===== src/rtl/jtoutrun_pkg.sv =====
// Shared definitions for the OutRun main-to-sub bus requester.
// State encoding and the open-bus read value.
package jtoutrun_pkg;

  typedef enum logic [2:0] {
    ST_IDLE    = 3'd0,
    ST_REQ     = 3'd1,
    ST_SETTLE  = 3'd2,
    ST_DONE    = 3'd3,
    ST_LINGER  = 3'd4,
    ST_RELEASE = 3'd5
  } state_t;

  localparam logic [15:0] OPEN_BUS = 16'hffff;

endpackage


===== src/rtl/jtoutrun_subreq.sv =====
// Main-CPU-side requester for the sub CPU bus: asks for the bus, waits for it to
// settle, performs one access, then keeps the bus briefly before handing it back.
module jtoutrun_subreq
  import jtoutrun_pkg::*;
#(
  parameter int SETTLE = 2,
  parameter int TOUT   = 1023,
  parameter int HOLD   = 8,
  parameter int CW     = 10
) (
  input  logic        clk,
  input  logic        rst_n,
  input  logic        main_cs,
  input  logic        main_rnw,
  input  logic        sub_ok,
  input  logic [15:0] sub_din,
  output logic        sub_br,
  output logic        main_ok,
  output logic [15:0] main_dout,
  output logic        tout_err,
  output logic        busy
);

  localparam int HOLD_M1 = (HOLD > 0) ? HOLD - 1 : 0;
  localparam logic [CW-1:0] TOUT_C   = CW'(TOUT);
  localparam logic [CW-1:0] SETTLE_C = CW'(SETTLE);
  localparam logic [CW-1:0] HOLD_C   = CW'(HOLD_M1);

  state_t        state, state_nx;
  logic [CW-1:0] cnt, cnt_nx, cnt_inc;
  logic          sub_br_nx, main_ok_nx, tout_err_nx, busy_nx;
  logic [15:0]   main_dout_nx;
  logic          rnw, rnw_nx;
  logic          tflag, tflag_nx;   // current access ended by timeout

  assign cnt_inc = (cnt == {CW{1'b1}}) ? cnt : cnt + 1'b1;

  always_comb begin
    state_nx     = state;
    cnt_nx       = cnt_inc;
    sub_br_nx    = sub_br;
    main_ok_nx   = main_ok;
    main_dout_nx = main_dout;
    tout_err_nx  = tout_err;
    rnw_nx       = rnw;
    tflag_nx     = tflag;
    case (state)
      ST_IDLE: begin
        cnt_nx = '0;
        if (main_cs && !main_ok) begin
          state_nx  = ST_REQ;
          sub_br_nx = 1'b1;
          rnw_nx    = main_rnw;
          tflag_nx  = 1'b0;
        end
      end
      ST_REQ: begin
        if (!main_cs) begin
          state_nx  = ST_RELEASE;
          sub_br_nx = 1'b0;
          cnt_nx    = '0;
        end else if (sub_ok) begin
          state_nx = ST_SETTLE;
          cnt_nx   = '0;
        end else if (cnt == TOUT_C) begin
          state_nx     = ST_DONE;
          cnt_nx       = '0;
          tout_err_nx  = 1'b1;
          tflag_nx     = 1'b1;
          main_dout_nx = OPEN_BUS;
          main_ok_nx   = 1'b1;
        end
      end
      ST_SETTLE: begin
        // abort takes priority over a completing count
        if (!main_cs) begin
          state_nx  = ST_RELEASE;
          sub_br_nx = 1'b0;
          cnt_nx    = '0;
        end else if (!sub_ok) begin
          cnt_nx = '0;
        end else if (cnt == SETTLE_C) begin
          state_nx   = ST_DONE;
          cnt_nx     = '0;
          main_ok_nx = 1'b1;
          if (rnw) main_dout_nx = sub_din;
        end
      end
      ST_DONE: begin
        cnt_nx = '0;
        if (!main_cs) begin
          main_ok_nx = 1'b0;
          if (HOLD == 0 || tflag) begin
            state_nx  = ST_RELEASE;
            sub_br_nx = 1'b0;
          end else begin
            state_nx = ST_LINGER;
          end
        end
      end
      ST_LINGER: begin
        // a new access reuses the granted bus but still re-checks settling
        if (main_cs && !main_ok) begin
          state_nx = ST_SETTLE;
          cnt_nx   = '0;
          rnw_nx   = main_rnw;
        end else if (cnt == HOLD_C) begin
          state_nx  = ST_RELEASE;
          sub_br_nx = 1'b0;
          cnt_nx    = '0;
        end
      end
      ST_RELEASE: begin
        cnt_nx    = '0;
        sub_br_nx = 1'b0;
        if (!sub_ok) state_nx = ST_IDLE;
      end
      default: begin
        state_nx   = ST_IDLE;
        cnt_nx     = '0;
        sub_br_nx  = 1'b0;
        main_ok_nx = 1'b0;
      end
    endcase
    busy_nx = (state_nx != ST_IDLE);
  end

  always_ff @(posedge clk or negedge rst_n) begin
    if (!rst_n) begin
      state     <= ST_IDLE;
      cnt       <= '0;
      sub_br    <= 1'b0;
      main_ok   <= 1'b0;
      main_dout <= OPEN_BUS;
      tout_err  <= 1'b0;
      busy      <= 1'b0;
      rnw       <= 1'b1;
      tflag     <= 1'b0;
    end else begin
      state     <= state_nx;
      cnt       <= cnt_nx;
      sub_br    <= sub_br_nx;
      main_ok   <= main_ok_nx;
      main_dout <= main_dout_nx;
      tout_err  <= tout_err_nx;
      busy      <= busy_nx;
      rnw       <= rnw_nx;
      tflag     <= tflag_nx;
    end
  end

endmodule


===== config.mk =====
export PLATFORM = sky130hd
export DESIGN_NAME = jtoutrun_subreq
export DESIGN_NICKNAME = d
export VERILOG_FILES = /design/src/rtl/jtoutrun_pkg.sv /design/src/rtl/jtoutrun_subreq.sv
export SDC_FILE = /design/constraint.sdc
export NUM_CORES = 1
export LEC_CHECK = 0
export ABC_AREA = 1
export CAP_MARGIN = 40
export CORE_ASPECT_RATIO = 0.7
export CORE_MARGIN = 2
export CORE_UTILIZATION = 40
export DETAILED_ROUTE_END_ITERATION = 10
export PLACE_DENSITY = 0.67
export SYNTH_ARGS = -nofsm -noshare
export SYNTH_HDL_FRONTEND = slang
export SYNTH_SLANG_ARGS = --single-unit
export TNS_END_PERCENT = 10

===== constraint.sdc =====
create_clock -name clk -period 1.42 [get_ports clk]
set_input_delay 0.284 -clock clk [delete_from_list [all_inputs] [get_ports clk]]
set_output_delay 0.284 -clock clk [all_outputs]
set_load 0.01 [all_outputs]

==> parameters.txt, run 1 <==
Parameter                              Value

Cells and area
  # fillers    442
  Final non-filler cell area    3130 µm²
  Layout-stage area growth over the synthesis result    51.4%
  Share of post-route cells with drive strength above 1    36.3%
  Nets    384
  Footprint of the flip-flops and latches    900 µm²
  Area of the multi-input gates    1160 µm²
  Post-route insts no fill    430
  Number of inserted diodes    0

Worst setup path
  Worst-case register-to-register setup slack    -0.08 ns
  End of the worst register-to-register path    main_dout[9]
  Kind of capture point of the worst setup path    flop
  Critical path, cell by cell    clkdlybuf4s50_1, inv_2, nor2_1, nand3_1, o21ai_4, buf_6, nand4_1, nand2_1
  Crit path kind    primary input to flop
  Reg2Reg Depth    8
  Launching element type of the critical path    primary input
  Maximum single-stage delay on the critical path    0.49 ns
  Peak fanout along the critical path    12
  Reg-to-reg startpoint    cnt[0]
  Worst Path Arrival    1.74 ns
  Cell with the biggest individual delay on the critical path    sky130_fd_sc_hd__clkdlybuf4s50_1
  Required time at the endpoint of the critical path    1.65 ns

Power and ir drop
  Combinational Power Share    50.9%
  Proportion of power drawn by flip-flops and latches    33.8%
  PnR Total Power    0.00519 W
  Leak Pwr    1.56 nW
  Switching part of the total power    39.1%
  Worst ir drop on vdd    0.00106 V
  Pwr/cell area    1660 nW/µm²
  Clock network fraction of design power    15.2%
  Int Pwr    0.00316 W
  Power spent charging and discharging nets    0.00203 W

Floorplan
  Die Width    89.9 µm
  Initial core utilization    42.2%
  Area enclosed by the die boundary    5760 µm²
  Die span in y    64.1 µm
  Number of top-level design ports    41
  Std-Cell Core Area    4890 µm²
  Number of rows created at floorplan    21

STA
  RSZ-0062 raised after global routing    true
  Period utilization    106%
  Count of endpoints failing setup in the final report    24
  Minimum clock period    1.51 ns
  Count of final max-slew check failures    0
  Highest achievable clock rate    0.663 GHz
  Least-Margin Pin Slew    0.286 ns
  Total negative slack    -1.16 ns
  Total count of hold-check failures in the final report    0
  Headroom to the max-slew limit    80.9%
  Final critical-path setup slack    -0.0893 ns
  Worst Clk Skew    0.00639 ns

Clock network
  Clock sink count    35
  Skew-Pair Late Insertion Delay    0.29 ns
  Number of buffers created by CTS    5
  Clock Tree Buf Depth    2
  Reg clk slew, reported paths    0.07 ns
  Number of H-tree levels    2
  CTS tree    done
  Count of hold buffers inserted by post-cts repair    0
  Root Buffer    sky130_fd_sc_hd__clkbuf_8

Logic synthesis
  Most instantiated cells after synthesis    85 x sky130_fd_sc_hd__nand2_1, 29 x sky130_fd_sc_hd__nor2_1, 24 x sky130_fd_sc_hd__inv_1
  Number of enable-type register cells in the synthesized netlist    0
  Gate count of the mapped netlist    270
  Fraction of post-synthesis cell area in the top cell type by area    21.8%
  Library cell with the highest instance count after synthesis    sky130_fd_sc_hd__nand2_1
  Compound-cell area share of the yosys netlist    4.24%
  Seq/Total Area, Yosys    43.5%
  Yosys Warn Count    0
  Largest family of logic cells by synthesized area    simple AND/OR/NAND/NOR gates
  Leading register cell type out of synthesis    sky130_fd_sc_hd__dfrtp_1
  Synth area leader    sky130_fd_sc_hd__dfrtp_1
  Adder-Cell Fraction of Synth Area    1.82%
  Summed instance area of the synthesized netlist    2060 µm²
  Number of synthesized register bits    35
  Number of distinct library cells after synthesis    29
  Proportion of synthesized flip-flops having asynchronous set or reset    100%
  Parity-gate share of the synthesized area counting xor and xnor cells    2.55%
  Area fraction in and, or, nand and nor cells after synthesis    40.4%
  Synthesized net count    294
  Syn avg cell area    7.65 µm²
  Multiplexer fraction of the synthesized cell area    0.545%
  Dominant cells by area after synthesis    sky130_fd_sc_hd__dfrtp_1 22%, sky130_fd_sc_hd__dfstp_2 22%, sky130_fd_sc_hd__nand2_1 15%

Placement
  Setup WS pre-CTS    -0.465 ns
  Post-place instance area    2870 µm²
  Count of buffers inserted at the top-level ports    40
  Number of cells in the design after placement    417
  Final Wtd Congestion    0.935
  Sum of net half-perimeters after detailed placement    3940 µm

Detailed routing
  Detailed router's first-iteration violation count    115
  DRC violation count after routing    0
  Detailed-router iteration count before antenna repair    4
  Wirelength, routed    5610 µm
  Average routed wire per standard cell    13.0 µm
  Vias    2082
  Antenna-violating nets left    0
  Via density    4.84

GRT
  Overflow left after global routing    0
  Number of global-route vias before repair    1984
  Maximum number of pins on one net before global-route repair    36
  First-pass GRT wire length    9450 µm
  Aggregate global-route resource usage    20.8%
  Antenna violations before repair    0

Job
  Max Cap Viol    0

Status
  Violated checks    setup timing
  Result of the run    finished with violations

Min path
  Classification of the worst-slack hold path    primary input to async pin
flip-flops by register name, indices dropped and copies added (netlist names):
register,count
main_dout,16
cnt,10
state,3
busy,1
main_ok,1
rnw,1
sub_br,1
tflag,1
tout_err,1
timing repair:
action	CTS	global route
buffers inserted	3	1
endpoints found under the setup margin	50	35
resized for setup	43	21
cloned	0	1
pin swaps	7	10
logic make-up (layout without fill, tap and decap cells):
group,count (synthesis),after routing
buf+inv,34,124
fa+ha+maj,3,3
simple gates,178,179
xor+xnor,6,6
flops,35,35
compound gates,13,13
mux,1,1
cells in the final DEF, fill, tap and decap left out, types with 2 or more instances in the layout:
master	n
sky130_fd_sc_hd__nor2_2	6
sky130_fd_sc_hd__dfstp_2	17
sky130_fd_sc_hd__buf_6	5
sky130_fd_sc_hd__nand3_2	2
sky130_fd_sc_hd__nor2_1	22
sky130_fd_sc_hd__nand3_1	13
sky130_fd_sc_hd__ha_1	2
sky130_fd_sc_hd__clkbuf_8	7
sky130_fd_sc_hd__buf_4	42
sky130_fd_sc_hd__nand2_2	6
sky130_fd_sc_hd__o21ai_1	2
sky130_fd_sc_hd__nand3_4	4
sky130_fd_sc_hd__o21ai_0	3
sky130_fd_sc_hd__nand4_1	20
sky130_fd_sc_hd__clkdlybuf4s50_1	20
sky130_fd_sc_hd__dfrtp_2	2
sky130_fd_sc_hd__dfrtp_1	16
sky130_fd_sc_hd__nand2_1	78
sky130_fd_sc_hd__nor2_4	4
sky130_fd_sc_hd__or2_2	17
sky130_fd_sc_hd__dlygate4sd2_1	19
sky130_fd_sc_hd__o21ai_2	3
sky130_fd_sc_hd__inv_2	5
sky130_fd_sc_hd__nand2_4	5
sky130_fd_sc_hd__xor2_1	6
sky130_fd_sc_hd__inv_1	22
area by class of cell:
cell class                      instances  share of cell area, %
Multi-Input combinational cell        202                   37.2
Sequential cell                        35                   28.8
Timing Repair Buffer                   88                   24.6
Inverter                               28                   3.44
Clock buffer                            8                   3.20
Tap cell                               69                   2.76
worst max-delay path, delay by kind of cell:
kind,cells,cell delay (ns)
and+or+nand+nor,4,0.54
buffers and inverters,3,0.73
AOI/OAI and AO/OA,1,0.17
stage by stage:
step / hold WS (ns) / util [%]
6_report: 0.354 / 64.0
5_1_grt: 0.375 / 64.0
4_1_cts: 0.363 / 62.2
3_5_place_dp: 0.453 / 58.7
3_3_place_gp: 0.452 / 58.7
2_1_floorplan: -0.0116 / -
how the worst max path moves through the flow:
| stage | endpoint | cells after the start | startpoint |
|---|---|---|---|
| after floorplan | main_dout[10] | 9 | cnt[1] |
| final | main_dout[9] | 8 | main_cs |
| after global routing | main_dout[2] | 8 | cnt[0] |
| after CTS | main_dout[13] | 9 | cnt[1] |
| after detailed placement | cnt[2] | 9 | main_cs |
| after global placement | cnt[2] | 9 | main_cs |
power by group through the flow:
stage,combinational (W),clock (W),sequential (W)
after floorplan,0.00127,0,0.00189
after global placement,0.00258,0,0.00175
after detailed placement,0.00261,0,0.00177
after CTS,0.00249,0.000808,0.00175
after global routing,0.00296,0.000860,0.00181
final,0.00265,0.000791,0.00176
per-layer routing:
metal	routed length, µm	vias up	share of wire [%]	GRT usage [%]
li1	-	1047	-	-
met1	2820	976	50	30.5
met2	2450	52	44	30.6
met3	255	7	4.5	4.60
met4	82	0	1.5	6.54
met5	0	-	0	0
Power figures use the tool's default switching activity.
==> inputs of run 2 (changes only) <==
- HOLD_SLACK_MARGIN: not set -> 0.02
- PLACE_DENSITY: 0.67 -> 0.72
==> run 2 against run 1 <==
Sequential power about the same. Global-route usage down 1.4 points. Cell count is 0.23% higher. Clock-buffer cell count shrank 2. Worst hold slack worse by 0.0045 ns. Fmax fell by 6.7%. The run still ends with setup timing left. Combinational power up 5%.
==> parameters.txt, run 2 (synthesized netlist as in run 1, its figures left out) <==
Parameter                              Value

Floorplan
  Number of rows created at floorplan    21
  Die Width    89.9 µm
  Initial core utilization    42.2%
  Area enclosed by the die boundary    5760 µm²
  Die span in y    64.1 µm
  Number of top-level design ports    41
  Std-Cell Core Area    4890 µm²

Worst setup path
  Peak fanout along the critical path    8
  Critical path, cell by cell    ha_4, nand2_4, nor2_4, nand4_1, nand2_4, clkbuf_16, nand4_1, nand2_1
  Maximum single-stage delay on the critical path    0.40 ns
  Kind of capture point of the worst setup path    flop
  Crit path kind    flop to flop
  WP buf/inv    1
  Worst Path Arrival    1.86 ns
  Top Family by Delay on Critical Path    simple AND/OR/NAND/NOR gates
  Required time at the endpoint of the critical path    1.66 ns
  Cell with the biggest individual delay on the critical path    sky130_fd_sc_hd__dfrtp_1
  Launching element type of the critical path    flop

STA
  Total count of hold-check failures in the final report    0
  Least-Margin Pin Slew    0.252 ns
  Count of final max-slew check failures    0
  Period utilization    114%
  Highest achievable clock rate    0.618 GHz
  Worst Clk Skew    0.0101 ns
  Final critical-path setup slack    -0.198 ns
  Count of endpoints failing setup in the final report    28
  RSZ-0062 raised after global routing    true
  Minimum clock period    1.62 ns
  Headroom to the max-slew limit    83.2%
  Total negative slack    -3.09 ns

Clock network
  Clock Tree Buf Depth    2
  Root Buffer    sky130_fd_sc_hd__clkbuf_8
  CTS tree    done
  Reg clk slew, reported paths    0.08 ns
  Clock sink count    35
  Skew-Pair Late Insertion Delay    0.29 ns
  Number of H-tree levels    2
  Count of hold buffers inserted by post-cts repair    0
  Number of buffers created by CTS    5

GRT
  Aggregate global-route resource usage    19.4%
  Maximum number of pins on one net before global-route repair    36
  Overflow left after global routing    0
  Antenna violations before repair    0
  First-pass GRT wire length    8960 µm
  Number of global-route vias before repair    1978

Detailed routing
  Vias    2080
  DRC violation count after routing    0
  Average routed wire per standard cell    12.7 µm
  Detailed router's first-iteration violation count    106
  Wirelength, routed    5490 µm
  Via density    4.83
  Detailed-router iteration count before antenna repair    4
  Antenna-violating nets left    0

Power and ir drop
  Proportion of power drawn by flip-flops and latches    31.9%
  Int Pwr    0.00348 W
  Combinational Power Share    49.8%
  Clock network fraction of design power    18.3%
  Switching part of the total power    37.4%
  Pwr/cell area    1760 nW/µm²
  Worst ir drop on vdd    0.00104 V
  Leak Pwr    1.59 nW
  Power spent charging and discharging nets    0.00208 W

Cells and area
  Most common cell after layout, fill and taps aside    sky130_fd_sc_hd__nand2_1
  Nets    385
  Largest register by flop count    main_dout
  Number of flip-flops in the largest register    16
  Layout-stage area growth over the synthesis result    52.7%
  Highest-count cells in the layout ignoring fill and taps    78 x sky130_fd_sc_hd__nand2_1, 43 x sky130_fd_sc_hd__buf_4, 24 x sky130_fd_sc_hd__nor2_1
  Largest registers    main_dout x16, cnt x10, state x3
  Share of post-route cells with drive strength above 1    34.3%
  Number of inserted diodes    0

Placement
  Setup WS pre-CTS    -0.406 ns
  Count of buffers inserted at the top-level ports    40
  Sum of net half-perimeters after detailed placement    3870 µm
  Final Wtd Congestion    0.931

Job
  Max Cap Viol    0

Min path
  Classification of the worst-slack hold path    primary input to async pin

Status
  Result of the run    finished with violations
  Violated checks    setup timing
-- run 2: cell types whose count changed in the layout (fill, tap and decap cells not counted), sizes merged --
cell | before | now
bufinv | 0 | 1
clkdlybuf4s15 | 1 | 3
clkinvlp | 0 | 1
dlygate4sd2 | 19 | 17
clkbuf | 8 | 7
-- run 2: worst paths after layout --
path	slack (ns)	to	depth (start not counted)	start
worst max-delay path	-0.20	main_dout[10]	8	cnt[1]
worst min-delay path	0.35	cnt[2]	2	rst_n
worst max register to register	-0.20	main_dout[10]	8	cnt[1]
worst min register to register	0.46	main_dout[6]	2	main_dout[6]
max in group asynchronous	0.81	main_dout[15]	2	rst_n
min in group clk	0.46	main_dout[6]	2	main_dout[6]
-- run 2: routing by layer --
layer	global-route usage, %	part of all wire [%]	up-vias
li1	-	-	1047
met1	26.8	48	964
met2	31.3	46	62
met3	3.89	5.0	7
met5	0	0	-
met4	5.19	0.89	0
-- run 2: through the flow --
| step | area, µm² | utilization (%) | hold WS, ns | total power [W] | instances |
|---|---|---|---|---|---|
| after floorplan | 2080 | - | -0.0116 | 0.00316 | 270 |
| after global placement | 2870 | 58.8 | 0.452 | 0.00437 | 416 |
| after detailed placement | 2870 | 58.8 | 0.453 | 0.00443 | 416 |
| after CTS | 2980 | 61.1 | 0.362 | 0.00526 | 424 |
| after global routing | 3150 | 64.5 | 0.383 | 0.00595 | 431 |
| final | 3150 | 64.5 | 0.349 | 0.00555 | 431 |
-- run 2: power by group through the flow --
stage	Combinational [W]	Sequential, W	Clock, W
2_1_floorplan	0.00127	0.00189	0
3_3_place_gp	0.00260	0.00177	0
3_5_place_dp	0.00266	0.00177	0
4_1_cts	0.00249	0.00175	0.00102
5_1_grt	0.00306	0.00182	0.00107
6_report	0.00277	0.00177	0.00102
-- run 2: what timing repair did --
| item | CTS | global route |
|---|---|---|
| buffers inserted | 0 | 5 |
| pin swaps | 1 | 16 |
| gates resized for setup | 21 | 27 |
| hold endpoints to repair | 0 | 0 |
| gates cloned | 0 | 2 |
| setup endpoints to repair | 50 | 36 |
-- run 2: layout make-up --
class / count / area (µm²)
clock inverters: 2 / 37.5
fillers: 428 / 1740
multi-input cells: 202 / 1130
repair buffers: 89 / 805
clock buffers: 6 / 93.8
well taps: 69 / 86.3
inverters: 28 / 105
flip-flops and latches: 35 / 897
